**src/rtl/receptor_pkg.sv**
```systemverilog
// Shared encodings and sizing helper for the multichannel serial receiver.
// Packet-layer states are visible on the debug port, so their values are fixed.
package receptor_pkg;

  typedef enum logic [2:0] {
    ESPERA_SYNC = 3'd0,
    DATOS       = 3'd1,
    CHECKSUM    = 3'd2
  } pkt_state_t;

  typedef enum logic [1:0] {
    B_IDLE  = 2'd0,
    B_START = 2'd1,
    B_DATA  = 2'd2,
    B_STOP  = 2'd3
  } byte_state_t;

  // Width needed to count up to clks_per_bit * bit_periods inclusive.
  function automatic int cnt_width(input int clks_per_bit, input int bit_periods);
    int max_count;
    max_count = clks_per_bit * bit_periods;
    return (max_count < 2) ? 1 : $clog2(max_count + 1);
  endfunction

endpackage

```
**src/rtl/uart_rx_byte.sv**
```systemverilog
// Async-serial byte receiver: 2-flop sync, mid-bit start check, LSB-first sampling, stop check.
// byte_valid/byte_err pulse one cycle after the stop-bit sample; no backpressure, bytes are never held.
module uart_rx_byte
  import receptor_pkg::*;
#(
  parameter int CLKS_PER_BIT = 10,
  parameter int DATA_W       = 8
) (
  input  logic              clk,
  input  logic              rst,
  input  logic              rx,
  output logic [DATA_W-1:0] byte_out,
  output logic              byte_valid,
  output logic              byte_err,
  output logic              rx_idle
);

  localparam int CW = cnt_width(CLKS_PER_BIT, 1);
  localparam int BW = (DATA_W > 1) ? $clog2(DATA_W) : 1;
  localparam logic [CW-1:0] HALF_LAST = CW'(CLKS_PER_BIT / 2 - 1);
  localparam logic [CW-1:0] FULL_LAST = CW'(CLKS_PER_BIT - 1);
  localparam logic [BW-1:0] LAST_BIT  = BW'(DATA_W - 1);

  byte_state_t       st, st_next;
  logic              sync_a, rx_s;
  logic [CW-1:0]     cnt;
  logic [BW-1:0]     bit_idx;
  logic [DATA_W-1:0] shreg;
  logic [DATA_W:0]   sh_next;
  logic              tick;

  always_ff @(posedge clk or posedge rst) begin
    if (rst) begin
      sync_a <= 1'b1;
      rx_s   <= 1'b1;
    end else begin
      sync_a <= rx;
      rx_s   <= sync_a;
    end
  end

  // Start bit is checked half a bit in; data and stop are then sampled one full bit apart.
  assign tick = (st == B_START) ? (cnt == HALF_LAST)
              : ((st == B_DATA) || (st == B_STOP)) && (cnt == FULL_LAST);
  assign sh_next = {rx_s, shreg} >> 1;

  always_ff @(posedge clk or posedge rst) begin
    if (rst) st <= B_IDLE;
    else     st <= st_next;
  end

  always_comb begin
    st_next = st;
    case (st)
      B_IDLE:  if (!rx_s) st_next = B_START;
      B_START: if (tick) st_next = rx_s ? B_IDLE : B_DATA;
      B_DATA:  if (tick && (bit_idx == LAST_BIT)) st_next = B_STOP;
      B_STOP:  if (tick) st_next = B_IDLE;
      default: st_next = B_IDLE;
    endcase
  end

  always_comb begin
    rx_idle  = (st == B_IDLE);
    byte_out = shreg;
  end

  always_ff @(posedge clk or posedge rst) begin
    if (rst) begin
      cnt        <= '0;
      bit_idx    <= '0;
      shreg      <= '0;
      byte_valid <= 1'b0;
      byte_err   <= 1'b0;
    end else begin
      byte_valid <= 1'b0;
      byte_err   <= 1'b0;
      if (tick || (st == B_IDLE)) cnt <= '0;
      else                        cnt <= cnt + 1'b1;
      if (st == B_START) bit_idx <= '0;
      if ((st == B_DATA) && tick) begin
        shreg   <= sh_next[DATA_W-1:0];
        bit_idx <= bit_idx + 1'b1;
      end
      if ((st == B_STOP) && tick) begin
        byte_valid <= rx_s;
        byte_err   <= !rx_s;
      end
    end
  end

endmodule

```
**src/rtl/receptor_serial_multicanal.sv**
```systemverilog
// Servo-link packet receiver: sync byte, NUM_CANALES data bytes, additive checksum; angulos update atomically.
// frame_valid/frame_error pulse 2 clk after the last stop-bit sample; the serial line cannot be stalled.
module receptor_serial_multicanal
  import receptor_pkg::*;
#(
  parameter int                CLKS_PER_BIT = 10,
  parameter int                DATA_W       = 8,
  parameter int                NUM_CANALES  = 4,
  parameter logic [DATA_W-1:0] SYNC_BYTE    = DATA_W'(8'hFF),
  parameter int                TIMEOUT_BITS = 20
) (
  input  logic                          clk,
  input  logic                          rst,
  input  logic                          canal_serial,
  output logic [NUM_CANALES*DATA_W-1:0] angulos,
  output logic                          frame_valid,
  output logic                          frame_error,
  output logic                          busy,
  output logic [2:0]                    state
);

  localparam int TO_W  = cnt_width(CLKS_PER_BIT, TIMEOUT_BITS);
  localparam int IDX_W = (NUM_CANALES > 1) ? $clog2(NUM_CANALES) : 1;
  localparam logic [TO_W-1:0]  TO_LAST  = TO_W'(TIMEOUT_BITS * CLKS_PER_BIT - 1);
  localparam logic [IDX_W-1:0] IDX_LAST = IDX_W'(NUM_CANALES - 1);

  pkt_state_t                              st, st_next;
  logic [DATA_W-1:0]                       rx_byte, sum;
  logic                                    byte_valid, byte_err, rx_idle;
  logic [NUM_CANALES-1:0][DATA_W-1:0]      shadow;
  logic [IDX_W-1:0]                        idx;
  logic [TO_W-1:0]                         to_cnt;
  logic                                    timeout, good_frame, bad_frame;

  uart_rx_byte #(
    .CLKS_PER_BIT(CLKS_PER_BIT),
    .DATA_W      (DATA_W)
  ) u_rx (
    .clk       (clk),
    .rst       (rst),
    .rx        (canal_serial),
    .byte_out  (rx_byte),
    .byte_valid(byte_valid),
    .byte_err  (byte_err),
    .rx_idle   (rx_idle)
  );

  assign timeout = (st != ESPERA_SYNC) && rx_idle && (to_cnt == TO_LAST);

  always_ff @(posedge clk or posedge rst) begin
    if (rst) st <= ESPERA_SYNC;
    else     st <= st_next;
  end

  always_comb begin
    st_next    = st;
    good_frame = 1'b0;
    bad_frame  = 1'b0;
    case (st)
      ESPERA_SYNC: if (byte_valid && (rx_byte == SYNC_BYTE)) st_next = DATOS;
      DATOS: begin
        if (byte_err || timeout) begin
          bad_frame = 1'b1;
          st_next   = ESPERA_SYNC;
        end else if (byte_valid && (idx == IDX_LAST)) begin
          st_next = CHECKSUM;
        end
      end
      CHECKSUM: begin
        if (byte_err || timeout) begin
          bad_frame = 1'b1;
          st_next   = ESPERA_SYNC;
        end else if (byte_valid) begin
          good_frame = (rx_byte == sum);
          bad_frame  = (rx_byte != sum);
          st_next    = ESPERA_SYNC;
        end
      end
      default: st_next = ESPERA_SYNC;
    endcase
  end

  always_comb begin
    busy  = !rx_idle || (st != ESPERA_SYNC);
    state = st;
  end

  // Data bytes land in shadow; angulos only ever change by a whole-packet copy.
  always_ff @(posedge clk or posedge rst) begin
    if (rst) begin
      angulos     <= '0;
      shadow      <= '0;
      sum         <= '0;
      idx         <= '0;
      to_cnt      <= '0;
      frame_valid <= 1'b0;
      frame_error <= 1'b0;
    end else begin
      frame_valid <= good_frame;
      frame_error <= bad_frame;
      if (good_frame) angulos <= shadow;
      if (st == ESPERA_SYNC) begin
        idx <= '0;
        sum <= '0;
      end else if ((st == DATOS) && byte_valid) begin
        shadow[idx] <= rx_byte;
        sum         <= sum + rx_byte;
        idx         <= idx + 1'b1;
      end
      if ((st == ESPERA_SYNC) || !rx_idle || timeout) to_cnt <= '0;
      else                                             to_cnt <= to_cnt + 1'b1;
    end
  end

endmodule
```
**config.mk**
```make
export PLATFORM = sky130hd
export DESIGN_NAME = receptor_serial_multicanal
export DESIGN_NICKNAME = d
export VERILOG_FILES = /design/src/rtl/receptor_pkg.sv /design/src/rtl/uart_rx_byte.sv /design/src/rtl/receptor_serial_multicanal.sv
export SDC_FILE = /design/constraint.sdc
export NUM_CORES = 1
export LEC_CHECK = 0
export CAP_MARGIN = 20
export CORE_ASPECT_RATIO = 1.25
export CORE_MARGIN = 5
export CORE_UTILIZATION = 30
export CTS_CLUSTER_SIZE = 16
export DETAILED_ROUTE_END_ITERATION = 7
export PLACE_DENSITY_LB_ADDON = 0.25
export SETUP_SLACK_MARGIN = 0.15
export SKIP_CTS_REPAIR_TIMING = 1
export SLEW_MARGIN = 5
export SYNTH_ARGS = -nofsm -noshare
export SYNTH_HDL_FRONTEND = slang
export SYNTH_SLANG_ARGS = --single-unit
```
**constraint.sdc**
```tcl
create_clock -name clk -period 6 [get_ports clk]
set_input_delay 0.9 -clock clk [delete_from_list [all_inputs] [get_ports clk]]
set_output_delay 0.9 -clock clk [all_outputs]
set_load 0.1 [all_outputs]
```
==> Yosys cells after proc, flatten, opt, wreduce, memory -nomap -nowiden <==
Index checks and enable logic that the tools add are counted.
{ "word_totals": {"regBits": 108} }
{ "classes": {"eq_ne": 20, "order_cmp": 2, "n_bitwise": 1, "mux": 33, "add_sub_neg": 5, "n_reduce_logical": 26} }
{ "op_table": {"columns": ["cell", "n"], "rows": [
  ["32-bit bitwise mux", 1],
  ["8-bit two-way mux", 4],
  ["3-bit two-way mux", 7],
  ["8-bit demux with 2-bit select", 1],
  ["8-bit == test, second input constant", 2],
  ["2-bit two-way mux", 7],
  ["1-bit logical AND", 10],
  ["1-bit two-way mux", 9],
  ["3-bit case mux with 3 select lines", 1],
  ["8-bit by 1-bit adder with 8-bit output, second input constant", 1],
  ["8-bit adder", 1],
  ["8-bit == test", 1],
  ["8-bit != test", 1],
  ["2-bit case mux with 4 select lines", 1],
  ["2-bit == test, second input constant", 3],
  ["1-bit logical OR", 6],
  ["2-bit by 1-bit != test with 1-bit output, second input constant", 3],
  ["4-bit by 1-bit adder with 4-bit output, second input constant", 1],
  ["4-bit by 3-bit == test with 1-bit output, second input constant", 1],
  ["4-bit == test, second input constant", 1],
  ["4-bit two-way mux", 1],
  ["2-bit != test, second input constant", 2],
  ["4-bit AND reduction", 1],
  ["2-bit nonzero test", 2],
  ["18 further kinds", 19]
]} }

==> Logic depth before layout (Yosys ltp) <==
Gate-level depths: netlist of run 1.
{ "depth": {"depth_word": 7, "ltp_mapped": 7, "ltp_nobuf": 7} }

==> Cells and area by module <==
From an unflattened synthesis of run 1, not the netlist that was laid out.
{ "unflattened": {"hier_cells": 368, "area_unflattened_um2": 4885.9} }
{ "modules_own_cells": {"columns": ["mod", "n_inst", "seq_area_each_um2", "cells_per_inst", "area_each_um2"], "rows": [
  ["receptor_serial_multicanal", 1, 2152.1, 296, 3943.8],
  ["uart_rx_byte", 1, 528.0, 72, 942.2]
]} }

==> Least setup slack after synthesis of run 1 <==
OpenSTA, ideal clock, no wires.
{ "synth_timing": {"path_kind": "reg-to-output", "from": "register st[0] (netlist: state[0])", "to": "output busy", "arrival_time_ps": 2098, "required_ps": 5100, "path_stages_with_launch": 4, "setup_slack_ps": 3002, "path_cell_list": "dfrtp_1 > inv_1 > ha_1 > nand2_1"} }
{ "synth_via": {"elab_chain_cells": 2} }
{ "synth_rtl": {"columns": ["element", "line_no", "text"], "rows": [
  ["start: declaration", "receptor_serial_multicanal.sv:27", "pkt_state_t st, st_next;"],
  ["start signal: assignment", "receptor_serial_multicanal.sv:52", "else st <= st_next;"],
  ["3-bit nonzero test", "receptor_serial_multicanal.sv:84", "busy = !rx_idle || (st != ESPERA_SYNC);"],
  ["1-bit logical OR", "receptor_serial_multicanal.sv:84", null],
  ["end: declaration", "receptor_serial_multicanal.sv:18", "output logic busy,"]
]} }
Every way passes these cells.

==> Worst setup path after layout of run 1 <==
Ends and elaborated chain as after synthesis.

==> reports/results.md, run 1 <==
| Step | Quantity | Value |
|---|---|---|
| outcome | Run status | completed |
| final layout | Area of combinational cells with multiple inputs | 1990 um^2 |
| final layout | Area occupied by registers | 2680 um^2 |
| timing | Least-Margin Pin Slew | 1.03 ns |
| clock tree | Clock transition time at the flip-flop clock pins of the worst setup and hold paths | 0.07 ns |
| floorplanning | Core box area | 15,600 um^2 |
| logic synthesis | Cells after Synth | 345 |
| timing | Unrepaired setup endpoints after global routing | false |
| final layout | Final #Nets | 412 |
| placement | Post-detail-place hpwl | 5980 um |
| timing | Final Hold Vio Count | 0 |
| logic synthesis | Mapped Nets | 370 |
| timing | Max Clock Skew | 0.0110 ns |
| setup path | Reg2reg path depth | 5 |
| clock tree | Root buffer cell | clkbuf_16 |
| worst hold path | Type of the worst min-delay path | reg2reg |
| logic synthesis | Library cells used by synthesis | 44 |
| timing | Fin. max-slew vios | 0 |
| routing | Vias after detailed routing | 2,754 |
| final layout | Most common library cell in the layout ignoring fill and taps | dfrtp_1 |
| floorplanning | Overall die height | 151 um |
| clock tree | Sink Count | 107 |
| routing | Antenna viol nets, final | 0 |
| setup path | Arrival time of the worst setup path | 2.37 ns |
| power | Leakage Power | 2.77 nW |
| clock tree | Buffer depth of the longest clock path | 2 |
| setup path | Critical Path Sink Type | output pin |
| logic synthesis | Sequential fraction of the synthesis area | 0.561 |
| timing | Final period demand of the worst path | 3.27 ns |
| timing | Rel. slew slack | 0.314 |
| timing | Final worst slack | 2.73 ns |
| logic synthesis | Number of storage elements in the synthesis netlist | 107 |
| floorplanning | Die Width | 123 um |
| final layout | Antenna diode count | 0 |
| routing | Number of remaining DRC errors | 0 |
| global route | Number of antenna violations at the first check in global routing | 0 |
| clock tree | Clk Latency, worst-skew pair | 0.35 ns |
| global route | Pin count of the biggest net entering global routing | 67 |
| power | Power Dens Cells | 257 nW/um^2 |
| global route | Vias in the first global route | 2,744 |
| final layout | Ratio of cells with drive above 1 in the final layout | 0.247 |
| power | Worst VDD drop | 0.149 mV |
| worst hold path | Depth of the worst hold-timing path | 0 |
| floorplanning | Full die area | 18,600 um^2 |
| timing | Worst-case hold slack | 0.364 ns |
| timing | Maximum clock rate | 0.306 GHz |
| final layout | Area grow syn2layout | 18.2% |
| setup path | Register-to-Register Setup Slack | 3.20 ns |
| global route | Overflow left after global routing | 0 |
| setup path | Setup Crit Path Kind | reg2out |
| floorplanning | Io pins | 41 |
| routing | Initial DRC Count | 147 |
| logic synthesis | Netlist area before placement | 4780 um^2 |
| routing | Routed WL | 8890 um |
| placement | GPL Wtd Cong | 0.721 |
| timing | Final number of setup-violating endpoints | 0 |
| timing | Post-route fraction of the period consumed by the critical path | 0.544 |
| final layout | Final core area utilization | 0.362 |
| clock tree | TritonCTS clock tree | yes |
| setup path | CP Data Required Time | 5.10 ns |
| routing | Routed len/inst | 14.7 um |
| clock tree | H-tree Lvls | 3 |
| logic synthesis | Yosys warning total | 0 |
| power | Power, Total | 1.45 mW |
| final layout | # fillers | 1,534 |
| placement | Worst setup slack after placement | 3.09 ns |
| floorplanning | Initial standard-cell utilization of the core | 0.306 |
| clock tree | TritonCTS buffer count | 9 |
| timing | Setup TNS | 0 ns |
| global route | GRT Overall Usage | 0.101 |
| job | Count of maximum capacitance violations | 0 |
| setup path | Largest fanout on the critical path | 6 |
| global route | First-pass GRT wire length | 14,600 um |
| placement | Port-buffer cells | 39 |
| setup path | Worst setup SP type | flip-flop |
| floorplanning | # rows | 51 |
| final layout | Most frequent cells in the layout | 105 x dfrtp_1, 45 x mux2_2, 39 x clkdlybuf4s50_1 |
| routing | Number of vias per cell | 4.56 |
| logic synthesis | Mean instance size in the synthesized netlist | 13.9 um^2 |
| routing | Length of the first detailed-routing pass in iterations | 4 |
==> critical path, cell delays in order, from the launching register on <==
cell             delay [ns]
dfrtp_1                0.39
inv_1                  0.10
ha_1                   0.31
nand2_1                0.09
clkdlybuf4s50_1        1.13
==> power by group <==
part           total (mW)  leakage (nW)  switching [mW]  internal, mW
clock               0.546         0.126           0.263         0.283
combinational       0.117          1.17          0.0713        0.0456
sequential          0.791          1.47          0.0450         0.746
total                1.45          2.77           0.379          1.08
==> cells by family (layout without fill, tap and decap cells) <==
kind of cell             count (synthesis)  in the layout  synth area share
multiplexers                            75             75             0.199
adder cells (fa/ha/maj)                 22             22            0.0592
AO/OA/AOI/OAI                           42             42            0.0610
other                                    1              1          0.000785
AND/OR/NAND/NOR                         63             63            0.0696
buffers and inverters                   20             67            0.0220
flip-flops                             107            107             0.561
XOR/XNOR                                15             15            0.0275
==> worst paths after layout <==
kind / startpoint / endpoint
worst max-delay path: state[0] / busy
worst max register to register: u_rx.byte_out[4] / angulos[24]
max in group asynchronous: rst / u_rx.rx_s
min in group asynchronous: rst / shadow[22]
worst min register to register: u_rx.sync_a / u_rx.rx_s
worst min-delay path: u_rx.sync_a / u_rx.rx_s
==> synth_stat cells (all sizes together) <==
master  count  area [um^2]
a211oi      3         22.5
a21o        3         22.5
a21oi       5         25.0
a221o       1         10.0
a22o        8         70.1
a22oi       1         7.51
a31oi       2         27.5
and2        3         18.8
and3        4         25.0
and3b       1         8.76
and4b       1         10.0
and4bb      1         12.5
buf         7         56.3
clkbuf      2         7.51
conb        1         3.75
dfrtp     105         2630
dfstp       2         52.6
fa          1         20.0
ha         21          263
inv        11         41.3
mux2       74          942
mux2i       1         10.0
nand2      17         66.3
nand3       7         35.0
nand3b      1         7.51
nand4       2         27.5
nand4b      1         8.76
nor2       17         63.8
nor2b       2         12.5
nor3        5         30.0
nor4        1         6.26
o21ai      15         75.1
o21bai      2         15.0
o31ai       1         7.51
o41ai       1         8.76
xnor2       8         70.1
xor2        7         61.3
==> metal layers <==
| layer | vias up | wire, um | global-route usage |
|---|---|---|---|
| met5 | - | 0 | 0 |
| met4 | 0 | 201 | 0.0521 |
| met3 | 16 | 348 | 0.0228 |
| met2 | 39 | 4140 | 0.158 |
| met1 | 1394 | 4200 | 0.131 |
| li1 | 1305 | - | - |
==> through the flow <==
| stage | instances | instance area [um^2] |
|---|---|---|
| detailed placement | 588 | 5380 |
| CTS | 604 | 5650 |
| global route | 604 | 5650 |
| finish | 604 | 5650 |
| floorplan | 345 | 4780 |
| global placement | 588 | 5380 |
==> flip-flops by register name, summed over array words and instances, names as in the netlist, 2 cells and up, named ones only <==
signal         flops
angulos           32
idx                2
shadow            32
state              2
sum                8
to_cnt             8
u_rx.bit_idx       3
u_rx.byte_out      8
u_rx.cnt           4
==> final cells by class <==
cell class,count,share of cell area
Sequential cell,107,0.474
Timing Repair Buffer,40,0.0704
Inverter,11,0.00775
Clock inverter,5,0.00664
Clock buffer,11,0.0412
Multi-Input combinational cell,218,0.353
Tap cell,212,0.0469
Note: power is estimated with default switching activity, not from simulation.
==> run 2, diff against run 1 <==
- clock period: 6 -> 2.83 ns (I/O delays scaled with it)
==> run 2 against run 1 <==
  * Final cell count up 1.7%
  * Non-clock buffer count up 10
  * Wire length up 0.57%
  * Register-to-register slack worse by 2.9 ns
  * Clock skew down 0.0029 ns
  * Global-route usage up 0.34 points
  * Largest power group unchanged
  * Die area unchanged
  * Total power up 120%
  * Final area up 0.38%
  * Sequential share of layout area down 0.18 points
  * First-iteration DRC count down 14%
  * Setup slack worse by 2.4 ns
  * Largest cell class unchanged
==> reports/results.md, run 2 (synthesized netlist as in run 1, its figures left out) <==
| Step | Quantity | Value | Delta |
|---|---|---|---|
| setup path | Largest fanout on the critical path | 33 | +27 |
| timing | Final number of setup-violating endpoints | 0 | unchanged |
| clock tree | Clock transition time at the flip-flop clock pins of the worst setup and hold paths | 0.07 ns | about the same |
| timing | Fin. max-slew vios | 0 | unchanged |
| clock tree | TritonCTS buffer count | 9 | unchanged |
| timing | Setup TNS | 0 ns | unchanged |
| power | Power Dens Cells | 563 nW/um^2 | +120% |
| floorplanning | Overall die height | 151 um | unchanged |
| placement | Port-buffer cells | 39 | unchanged |
| setup path | Reg2reg path depth | 7 | +2 |
| final layout | Area of combinational cells with multiple inputs | 1990 um^2 | unchanged |
| routing | Routed WL | 8950 um | +0.57% |
| final layout | # fillers | 1,522 | -0.78% |
| setup path | Setup Crit Path Kind | reg2reg |  |
| floorplanning | Io pins | 41 | unchanged |
| global route | Met1 usage in global routing | 0.131 | -0.000281 |
| floorplanning | Core box area | 15,600 um^2 | unchanged |
| global route | Busiest grt layer | met2 |  |
| power | Cell internal power dissipation | 2.40 mW | +120% |
| timing | Rel. slew slack | 0.408 | +0.0948 |
| timing | Final period demand of the worst path | 2.50 ns |  |
| placement | GPL Wtd Cong | 0.745 | +3.2% |
| final layout | Final #Nets | 422 | +2.4% |
| timing | Maximum clock rate | 0.399 GHz |  |
| final layout | Most frequent cells in the layout | 105 x dfrtp_1, 47 x buf_4, 45 x mux2_2 |  |
| routing | Routed len/inst | 14.6 um | -1.1% |
| setup path | CP Data Required Time | 3.06 ns | -2.04 ns |
| power | Worst VDD drop | 0.362 mV | +140% |
| floorplanning | Initial standard-cell utilization of the core | 0.306 | unchanged |
| global route | Number of antenna violations at the first check in global routing | 0 | unchanged |
| power | Combinational fraction of design power | 0.088 | +0.008 |
| power | Leakage Power | 2.92 nW | +5.3% |
| setup path | Worst setup SP type | flip-flop |  |
| routing | Antenna viol nets, final | 0 | unchanged |
| routing | Initial DRC Count | 126 | -14% |
| clock tree | H-tree Lvls | 3 | unchanged |
| global route | First-pass GRT wire length | 14,900 um | +2.5% |
| clock tree | Sink Count | 107 | unchanged |
| routing | Length of the first detailed-routing pass in iterations | 3 | -1 |
| final layout | Area grow syn2layout | 18.7% |  |
| routing | Number of vias per cell | 4.46 | -2.2% |
| clock tree | Root buffer cell | clkbuf_16 |  |
| job | Count of maximum capacitance violations | 0 | unchanged |
| global route | GRT Overall Usage | 0.105 | +0.00340 |
| global route | Met2 layer usage reported by global route | 0.172 | +0.0134 |
| routing | Vias after detailed routing | 2,739 | -0.54% |
| power | Clock network power share | 0.394 | +0.018 |
| final layout | Top Registers | angulos (32), shadow (32) |  |
| floorplanning | # rows | 51 | unchanged |
| final layout | Area occupied by registers | 2680 um^2 | unchanged |
| floorplanning | Die Width | 123 um | unchanged |
| power | Switching portion of total power | 0.248 | -0.0123 |
| final layout | Antenna diode count | 0 | unchanged |
| routing | Number of remaining DRC errors | 0 | unchanged |
| timing | Least-Margin Pin Slew | 0.887 ns | -0.139 ns |
| worst hold path | Depth of the worst hold-timing path | 0 | unchanged |
| setup path | Critical Path Sink Type | flip-flop |  |
| clock tree | Buffer depth of the longest clock path | 2 | unchanged |
| power | Power spent charging and discharging nets | 0.794 mW | +110% |
| global route | Overflow left after global routing | 0 | unchanged |
| timing | Final Hold Vio Count | 0 | unchanged |
| floorplanning | Full die area | 18,600 um^2 | unchanged |
| power | Relative contribution of sequential cells to total power | 0.518 | -0.026 |
| outcome | Run status | completed |  |
| setup path | Arrival time of the worst setup path | 2.73 ns | +0.36 ns |
| clock tree | Clk Latency, worst-skew pair | 0.35 ns | about the same |
| timing | Max Clock Skew | 0.00808 ns | -0.00290 ns |
| worst hold path | Type of the worst min-delay path | reg2reg |  |
| global route | Met3 Resource Use GR | 0.0243 | +0.00149 |
| placement | Post-detail-place hpwl | 6090 um | +1.8% |
| timing | Unrepaired setup endpoints after global routing | false |  |
| final layout | Final core area utilization | 0.363 | +0.00136 |
| clock tree | TritonCTS clock tree | yes |  |
| global route | Vias in the first global route | 2,869 | +4.6% |
| timing | Post-route fraction of the period consumed by the critical path | 0.885 |  |
| final layout | Most common library cell in the layout ignoring fill and taps | dfrtp_1 |  |
| global route | Pin count of the biggest net entering global routing | 108 | +61% |
| final layout | Ratio of cells with drive above 1 in the final layout | 0.358 | +0.111 |
## run 2: cell count changes in the layout (fill, tap and decap cells not counted)
cell,change
buf_12,+1
buf_4,+46
bufinv_16,+1
clkbuf_8,+1
clkdlybuf4s50_1,-37
clkinv_2,+1
clkinv_4,-1
clkinvlp_4,-1
inv_4,-1
## run 2: cell type report
cell class / instances / area share
clock buffer: 12 / 0.0434
clock inverter: 4 / 0.00860
inverter: 11 / 0.00794
multi-input combinational: 218 / 0.352
sequential: 107 / 0.472
tap: 212 / 0.0468
timing repair buffer: 50 / 0.0693
## run 2: stage by stage
stage	worst slack [ns]	total power, mW	cell area (um^2)	hold WS (ns)	instances
2_1_floorplan	0.227	1.90	4780	0.345	345
3_5_place_dp	0.332	1.97	5380	0.347	598
4_1_cts	0.298	3.24	5670	0.357	614
3_3_place_gp	0.355	1.97	5380	0.346	598
6_report	0.326	3.20	5670	0.356	614
5_1_grt	0.178	3.35	5670	0.360	614
## run 2: final timing paths
check / slack [ns] / end / from
setup / recovery: 0.33 / angulos[28] / state[1]
hold / removal: 0.36 / u_rx.rx_s / u_rx.sync_a
setup reg to reg: 0.33 / angulos[28] / state[1]
hold reg to reg: 0.36 / u_rx.rx_s / u_rx.sync_a
max in group asynchronous: 1.82 / sum[0] / rst
min in group asynchronous: 0.57 / to_cnt[0] / rst
## run 2: worst max-delay path, stage by stage (launching register included)
cell     delay (ns)
dfrtp_1        0.42
inv_1          0.10
ha_1           0.29
nor3_2         0.34
a31oi_4        0.18
nand4_4        0.13
buf_4          0.49
mux2_2         0.40
## run 2: power by group through the flow
stage / combinational, mW / sequential, mW / clock [mW]
6_report: 0.281 / 1.65 / 1.26
5_1_grt: 0.327 / 1.67 / 1.36
4_1_cts: 0.288 / 1.66 / 1.30
3_5_place_dp: 0.286 / 1.69 / 0
3_3_place_gp: 0.282 / 1.68 / 0
2_1_floorplan: 0.248 / 1.65 / 0
## run 2: layer usage
layer,share of wire,vias up
li1,-,1326
met2,0.49,32
met4,0.019,0
met3,0.037,14
met5,0,-
met1,0.45,1367
